[src/rtl/riscv_pkg.sv]
// Shared RV32I decode constants, instruction field positions and helpers
// used by the decode and execute stages.
package riscv_pkg;

  localparam int XLEN       = 32;
  localparam int NUM_REGS   = 32;
  localparam int REG_ADDR_W = 5;

  localparam logic [6:0] OP_ALU  = 7'b0110011;
  localparam logic [6:0] OP_ALUI = 7'b0010011;

  // Bit positions of the RV32I instruction fields
  localparam int OPCODE_LSB = 0;
  localparam int OPCODE_MSB = 6;
  localparam int RD_LSB     = 7;
  localparam int RD_MSB     = 11;
  localparam int FUNC3_LSB  = 12;
  localparam int FUNC3_MSB  = 14;
  localparam int RS1_LSB    = 15;
  localparam int RS1_MSB    = 19;
  localparam int RS2_LSB    = 20;
  localparam int RS2_MSB    = 24;
  localparam int FUNC7_LSB  = 25;
  localparam int FUNC7_MSB  = 31;
  localparam int IMM_I_LSB  = 20;
  localparam int IMM_I_MSB  = 31;

  typedef struct packed {
    logic [6:0]            func7;
    logic [REG_ADDR_W-1:0] rs2;
    logic [REG_ADDR_W-1:0] rs1;
    logic [2:0]            func3;
    logic [REG_ADDR_W-1:0] rd;
    logic [6:0]            opcode;
  } instr_fields_t;

  function automatic instr_fields_t split_fields(input logic [XLEN-1:0] instr);
    instr_fields_t f;
    f.func7  = instr[FUNC7_MSB:FUNC7_LSB];
    f.rs2    = instr[RS2_MSB:RS2_LSB];
    f.rs1    = instr[RS1_MSB:RS1_LSB];
    f.func3  = instr[FUNC3_MSB:FUNC3_LSB];
    f.rd     = instr[RD_MSB:RD_LSB];
    f.opcode = instr[OPCODE_MSB:OPCODE_LSB];
    return f;
  endfunction

  function automatic logic [XLEN-1:0] sext_imm_i(input logic [XLEN-1:0] instr);
    return {{20{instr[IMM_I_MSB]}}, instr[IMM_I_MSB:IMM_I_LSB]};
  endfunction

  function automatic logic op_supported(input logic [6:0] opcode);
    return (opcode == OP_ALU) || (opcode == OP_ALUI);
  endfunction

  function automatic logic op_uses_rs2(input logic [6:0] opcode);
    return opcode == OP_ALU;
  endfunction

endpackage

[src/rtl/reg_file.sv]
// 32-entry integer register file: two combinational read ports with
// write-through bypass, one write port, optional clear on reset.
module reg_file
  import riscv_pkg::*;
#(
  parameter int DATA_W         = 32,
  parameter bit CLEAR_ON_RESET = 1'b1
) (
  input  logic                  clk,
  input  logic                  reset,
  input  logic [REG_ADDR_W-1:0] rs1_addr,
  output logic [DATA_W-1:0]     rs1_data,
  input  logic [REG_ADDR_W-1:0] rs2_addr,
  output logic [DATA_W-1:0]     rs2_data,
  input  logic [REG_ADDR_W-1:0] wr_addr,
  input  logic [DATA_W-1:0]     wr_data
);

  // Entry 0 is never written; reads of x0 are forced to zero below.
  logic [DATA_W-1:0]     regs_reg [NUM_REGS];
  logic [REG_ADDR_W-1:0] rd_addr  [2];
  logic [DATA_W-1:0]     rd_data  [2];

  always_ff @(posedge clk) begin
    if (reset) begin
      if (CLEAR_ON_RESET) begin
        for (int i = 1; i < NUM_REGS; i++) begin
          regs_reg[i] <= '0;
        end
      end
    end else if (wr_addr != '0) begin
      regs_reg[wr_addr] <= wr_data;
    end
  end

  assign rd_addr[0] = rs1_addr;
  assign rd_addr[1] = rs2_addr;

  genvar gi;
  generate
    for (gi = 0; gi < 2; gi++) begin : g_read
      // A same-cycle writeback wins over the stored value.
      assign rd_data[gi] = (rd_addr[gi] == '0)      ? '0      :
                           (rd_addr[gi] == wr_addr) ? wr_data :
                                                      regs_reg[rd_addr[gi]];
    end
  endgenerate

  assign rs1_data = rd_data[0];
  assign rs2_data = rd_data[1];

endmodule

[src/rtl/id_stage.sv]
// Decode stage: reads operands, registers decoded fields for execute, and
// stalls one cycle when a source matches the instruction now in execute.
module id_stage
  import riscv_pkg::*;
#(
  parameter int DATA_W            = 32,
  parameter bit CLEAR_RF_ON_RESET = 1'b1
) (
  input  logic              clk,
  input  logic              reset,
  input  logic              in_valid,
  output logic              in_ready,
  input  logic [31:0]       instr,
  input  logic [31:0]       in_pc,
  input  logic [4:0]        wb_rd_number,
  input  logic [DATA_W-1:0] wb_result,
  output logic [31:0]       pc,
  output logic [DATA_W-1:0] rs1_val,
  output logic [DATA_W-1:0] rs2_val,
  output logic [4:0]        rd_number,
  output logic [31:0]       immediate,
  output logic [6:0]        func7,
  output logic [2:0]        func3,
  output logic [6:0]        opcode,
  output logic              illegal_instr
);

  instr_fields_t     fields;
  logic              supported;
  logic              uses_rs2;
  logic              hazard;
  logic              issue;
  logic [DATA_W-1:0] rf_rs1_data;
  logic [DATA_W-1:0] rf_rs2_data;

  logic [31:0]       pc_reg,        pc_next;
  logic [DATA_W-1:0] rs1_val_reg,   rs1_val_next;
  logic [DATA_W-1:0] rs2_val_reg,   rs2_val_next;
  logic [4:0]        rd_number_reg, rd_number_next;
  logic [31:0]       immediate_reg, immediate_next;
  logic [6:0]        func7_reg,     func7_next;
  logic [2:0]        func3_reg,     func3_next;
  logic [6:0]        opcode_reg,    opcode_next;
  logic              illegal_reg,   illegal_next;

  assign fields = split_fields(instr);

  reg_file #(
    .DATA_W        (DATA_W),
    .CLEAR_ON_RESET(CLEAR_RF_ON_RESET)
  ) u_reg_file (
    .clk     (clk),
    .reset   (reset),
    .rs1_addr(fields.rs1),
    .rs1_data(rf_rs1_data),
    .rs2_addr(fields.rs2),
    .rs2_data(rf_rs2_data),
    .wr_addr (wb_rd_number),
    .wr_data (wb_result)
  );

  assign supported = in_valid && op_supported(fields.opcode);
  assign uses_rs2  = op_uses_rs2(fields.opcode);

  // A bubble in execute carries rd_number 0, so the stall lasts one cycle:
  // next cycle the producer's result arrives through the writeback bypass.
  assign hazard = supported && (rd_number_reg != '0) &&
                  ((fields.rs1 == rd_number_reg) ||
                   (uses_rs2 && (fields.rs2 == rd_number_reg)));

  assign in_ready = !hazard;
  assign issue    = supported && !hazard;

  always_comb begin
    pc_next        = '0;
    rs1_val_next   = '0;
    rs2_val_next   = '0;
    rd_number_next = '0;
    immediate_next = '0;
    func7_next     = '0;
    func3_next     = '0;
    opcode_next    = '0;
    illegal_next   = in_valid && !op_supported(fields.opcode);
    if (issue) begin
      pc_next        = in_pc;
      rs1_val_next   = rf_rs1_data;
      rs2_val_next   = uses_rs2 ? rf_rs2_data : '0;
      rd_number_next = fields.rd;
      immediate_next = uses_rs2 ? '0 : sext_imm_i(instr);
      func7_next     = fields.func7;
      func3_next     = fields.func3;
      opcode_next    = fields.opcode;
    end
  end

  always_ff @(posedge clk) begin
    if (reset) begin
      pc_reg        <= '0;
      rs1_val_reg   <= '0;
      rs2_val_reg   <= '0;
      rd_number_reg <= '0;
      immediate_reg <= '0;
      func7_reg     <= '0;
      func3_reg     <= '0;
      opcode_reg    <= '0;
      illegal_reg   <= 1'b0;
    end else begin
      pc_reg        <= pc_next;
      rs1_val_reg   <= rs1_val_next;
      rs2_val_reg   <= rs2_val_next;
      rd_number_reg <= rd_number_next;
      immediate_reg <= immediate_next;
      func7_reg     <= func7_next;
      func3_reg     <= func3_next;
      opcode_reg    <= opcode_next;
      illegal_reg   <= illegal_next;
    end
  end

  assign pc            = pc_reg;
  assign rs1_val       = rs1_val_reg;
  assign rs2_val       = rs2_val_reg;
  assign rd_number     = rd_number_reg;
  assign immediate     = immediate_reg;
  assign func7         = func7_reg;
  assign func3         = func3_reg;
  assign opcode        = opcode_reg;
  assign illegal_instr = illegal_reg;

endmodule

[config.mk]
export PLATFORM = sky130hd
export DESIGN_NAME = id_stage
export DESIGN_NICKNAME = d
export VERILOG_FILES = /design/src/rtl/riscv_pkg.sv /design/src/rtl/reg_file.sv /design/src/rtl/id_stage.sv
export SDC_FILE = /design/constraint.sdc
export NUM_CORES = 2
export LEC_CHECK = 0
export CORE_MARGIN = 4
export CORE_UTILIZATION = 40
export DETAILED_ROUTE_END_ITERATION = 10
export PLACE_DENSITY = 0.67
export SYNTH_ARGS = -nofsm -noshare
export SYNTH_HDL_FRONTEND = slang
export SYNTH_SLANG_ARGS = --single-unit
[constraint.sdc]
create_clock -name clk -period 6.9 [get_ports clk]
set_input_delay 1.38 -clock clk [delete_from_list [all_inputs] [get_ports clk]]
set_output_delay 1.38 -clock clk [all_outputs]
set_load 0.03 [all_outputs]
==> summary.txt <==
Detailed routing
  – Vias per inst: 6.32
  – # DRC: 0
  – Final WL: between 200000 and 250000 um
  – Routed len/inst: approximately 34 um
  – Initial DRC Count: between 6000 and 7000
  – 1st-pass router iterations: 6
  – Final ANT Viol Nets: 0
  – Vias: between 40000 and 50000

Outcome
  – Status: complete, no violations

Global route
  – Met1 Use GR: 0.358
  – Met3 usage: 0.0974
  – Largest net degree at the start of global routing: between 100 and 150
  – Initial antenna violation count: 25
  – Global-route usage over all layers: 0.272
  – Vias in the first global route: a little under 40000
  – Met2 Track Usage GR: 0.399
  – Layer with the highest usage: met2
  – Total global routing overflow: 0
  – First-pass GRT wire length: ~300000 um

Worst setup path
  – Crit path launch: instr[17]
  – CP Data Arrival Time: ~3.6 ns
  – WS Path Type: in -> out
  – Type of origin of the critical path: primary input
  – Worst R2R Start: rd_number[2]
  – Setup crit end kind: output pin
  – Crit Path Max Fanout: 11
  – CP required: around 5.5 ns

Clock network
  – Clock buffer count from CTS: ~120
  – Total clock sinks: between 1000 and 1500
  – Reg clk slew, reported paths: 0.06 ns
  – Clock buffer depth: 3
  – Clk Latency, worst-skew pair: about 0.76 ns
  – TritonCTS clock tree: yes
  – Post-CTS Hold Buffers: 0
  – # Post-CTS Setup Buffers: 0
  – # H-tree levels: 3
  – Post_cts resized: 0
  – Clock Tree Root: clkbuf_16

Die
  – Core Region: 150000 sq um
  – Cell Rows: ~140
  – Total die area: 157000 sq um
  – Die X-Extent: just under 400 um
  – Initial core utilization: 0.402
  – Ports: approximately 260
  – Die Height: 396 um

Synthesis
  – Simple-gate share of the synthesized area: 0.137
  – Synth top area share: 0.511
  – Area share of xor/xnor cells in the synthesized design: 0.00306
  – Synth area leader: edfxtp_1
  – Number of flops mapped to enable cells by yosys: a little over 1000
  – Number of synthesized register bits: 1155
  – Post-synth ARST share: 0
  – Post-synth top cells: and2_1, edfxtp_1, mux4_2
  – Largest family of logic cells by synthesized area: multiplexers
  – Synthesized area: about 60000 sq um
  – Yosys warnings: 0
  – Synth Area in Adders: 0
  – Ys flop type: edfxtp_1
  – Mean Syn Cell Area: 14.2 sq um
  – Post-synth cell types: 70
  – Most frequent cell after synthesis: and2_1
  – Gate count after technology mapping: between 4000 and 5000
  – Sequential share of the synthesized area: 0.554
  – Post-synthesis compound-gate area fraction: 0.0530
  – Top cells by area, synth: edfxtp_1, mux4_2, and2_1
  – Mux share of post-synthesis cell area: 0.211

Timing
  – Minimum clock period: 4.98 ns
  – Final setup viols: 0
  – Final Skew: between 0.03 and 0.04 ns
  – Fin Setup TNS: 0 ns
  – Slew margin rel.: 0.0287
  – Slew Viols, Final: 0
  – Worst-Margin Slew: 1.46 ns
  – WHS: roughly 0.92 ns
  – Hold Vio Cnt, Final: 0
  – RSZ-0062 raised after global routing: no
  – Part of the cycle the worst path needs: 0.722
  – Highest clock rate: 201 MHz

Pwr
  – Leakage: 23.9 nW
  – Peak VDD IR: roughly 250 uV
  – Pwr Density: roughly 250 nW/um^2

Layout
  – Post-route cell area: 68300 sq um
  – Filler cells: ~13000
  – Max reg flops: between 1000 and 1500
  – Final nets: 4429
  – Layout cells sized above 1: 0.194
  – Area Growth Syn to Fin: 13.5%

Placement
  – Routability Congestion: 0.907
  – I/O Buffers: between 200 and 300
  – Final HPWL DP: between 100000 and 150000 um
  – Placed inst area: approximately 64000 sq um

Job
  – Max cap viols: 0

Min path
  – Hold Startpoint: u_reg_file.regs_reg[8][24]
  – Min-delay worst type: reg -> reg
[per-stage QoR]
| step | power [mW] | setup WS (ns) | instances | util |
|---|---|---|---|---|
| finish | 16.8 | 1.92 | 6459 | 0.456 |
| detailed placement | 10.3 | 1.56 | 6222 | 0.430 |
| global route | 17.2 | 1.90 | 6442 | 0.456 |
| global placement | 10.2 | 1.57 | 6222 | 0.430 |
| CTS | 16.7 | 1.97 | 6442 | 0.456 |
| floorplan | 9.46 | 2.97 | 4259 | - |
[where the power goes]
| group | internal, mW | switching, mW |
|---|---|---|
| sequential | 7.98 | 0.207 |
| clock | 3.76 | 2.83 |
| combinational | 0.784 | 1.22 |
| total | 12.5 | 4.26 |
[placed cells by master, fill, tap and decap left out, types with 18 or more instances in the layout]
cell	count
and2_1	1055
nor2b_1	18
buf_4	141
a21oi_1	87
dfxtp_1	131
a22oi_1	23
mux2i_1	314
clkinv_2	22
o21ai_0	49
clkdlybuf4s50_1	245
nand3_1	22
edfxtp_1	1024
a211oi_1	33
clkbuf_1	29
mux4_2	397
nand2_1	105
clkinv_1	19
nor2_1	69
mux2_2	30
a221o_1	41
o22ai_1	54
nor2_4	29
a221oi_1	45
conb_1	35
or2_2	30
clkbuf_16	122
[cells by family after synthesis]
logic type | Yosys count
flops | 1155
buf+inv | 462
simple gates | 1396
compound gates | 439
xor+xnor | 21
other cells | 1
mux | 751
[final timing paths]
kind	end	cells past startpoint	slack, ns
min reg2reg	rs2_val[24]	4	0.92
max	in_ready	6	1.92
max reg2reg	rs2_val[9]	7	3.41
min	rs2_val[24]	4	0.92
[final cells by class]
class	count	area [sq um]	area share
repair buffers	402	3760	0.0550
multi-input cells	2642	24700	0.362
clock buffers	163	3330	0.0487
inverters	7	28.8	0.000421
flip-flops and latches	1155	33400	0.488
diodes	17	42.5	0.000623
well taps	2016	2520	0.0369
clock inverters	57	577	0.00844
[layer usage]
metal  share of wire  wire (um)  vias up
li1                -          -    16200
met1            0.37      80700    20700
met2            0.44      95000     3330
met3            0.14      30600      623
met4           0.053      11600       10
met5         0.00030         65        -
[worst max-delay path, stage by stage]
cell	delay (ns)
buf_2	0.25
xnor2_1	0.62
nand3_1	0.14
o22ai_1	0.39
nand3_1	0.14
clkdlybuf4s50_1	0.63
No activity file was read; power rests on OpenSTA's default activity.
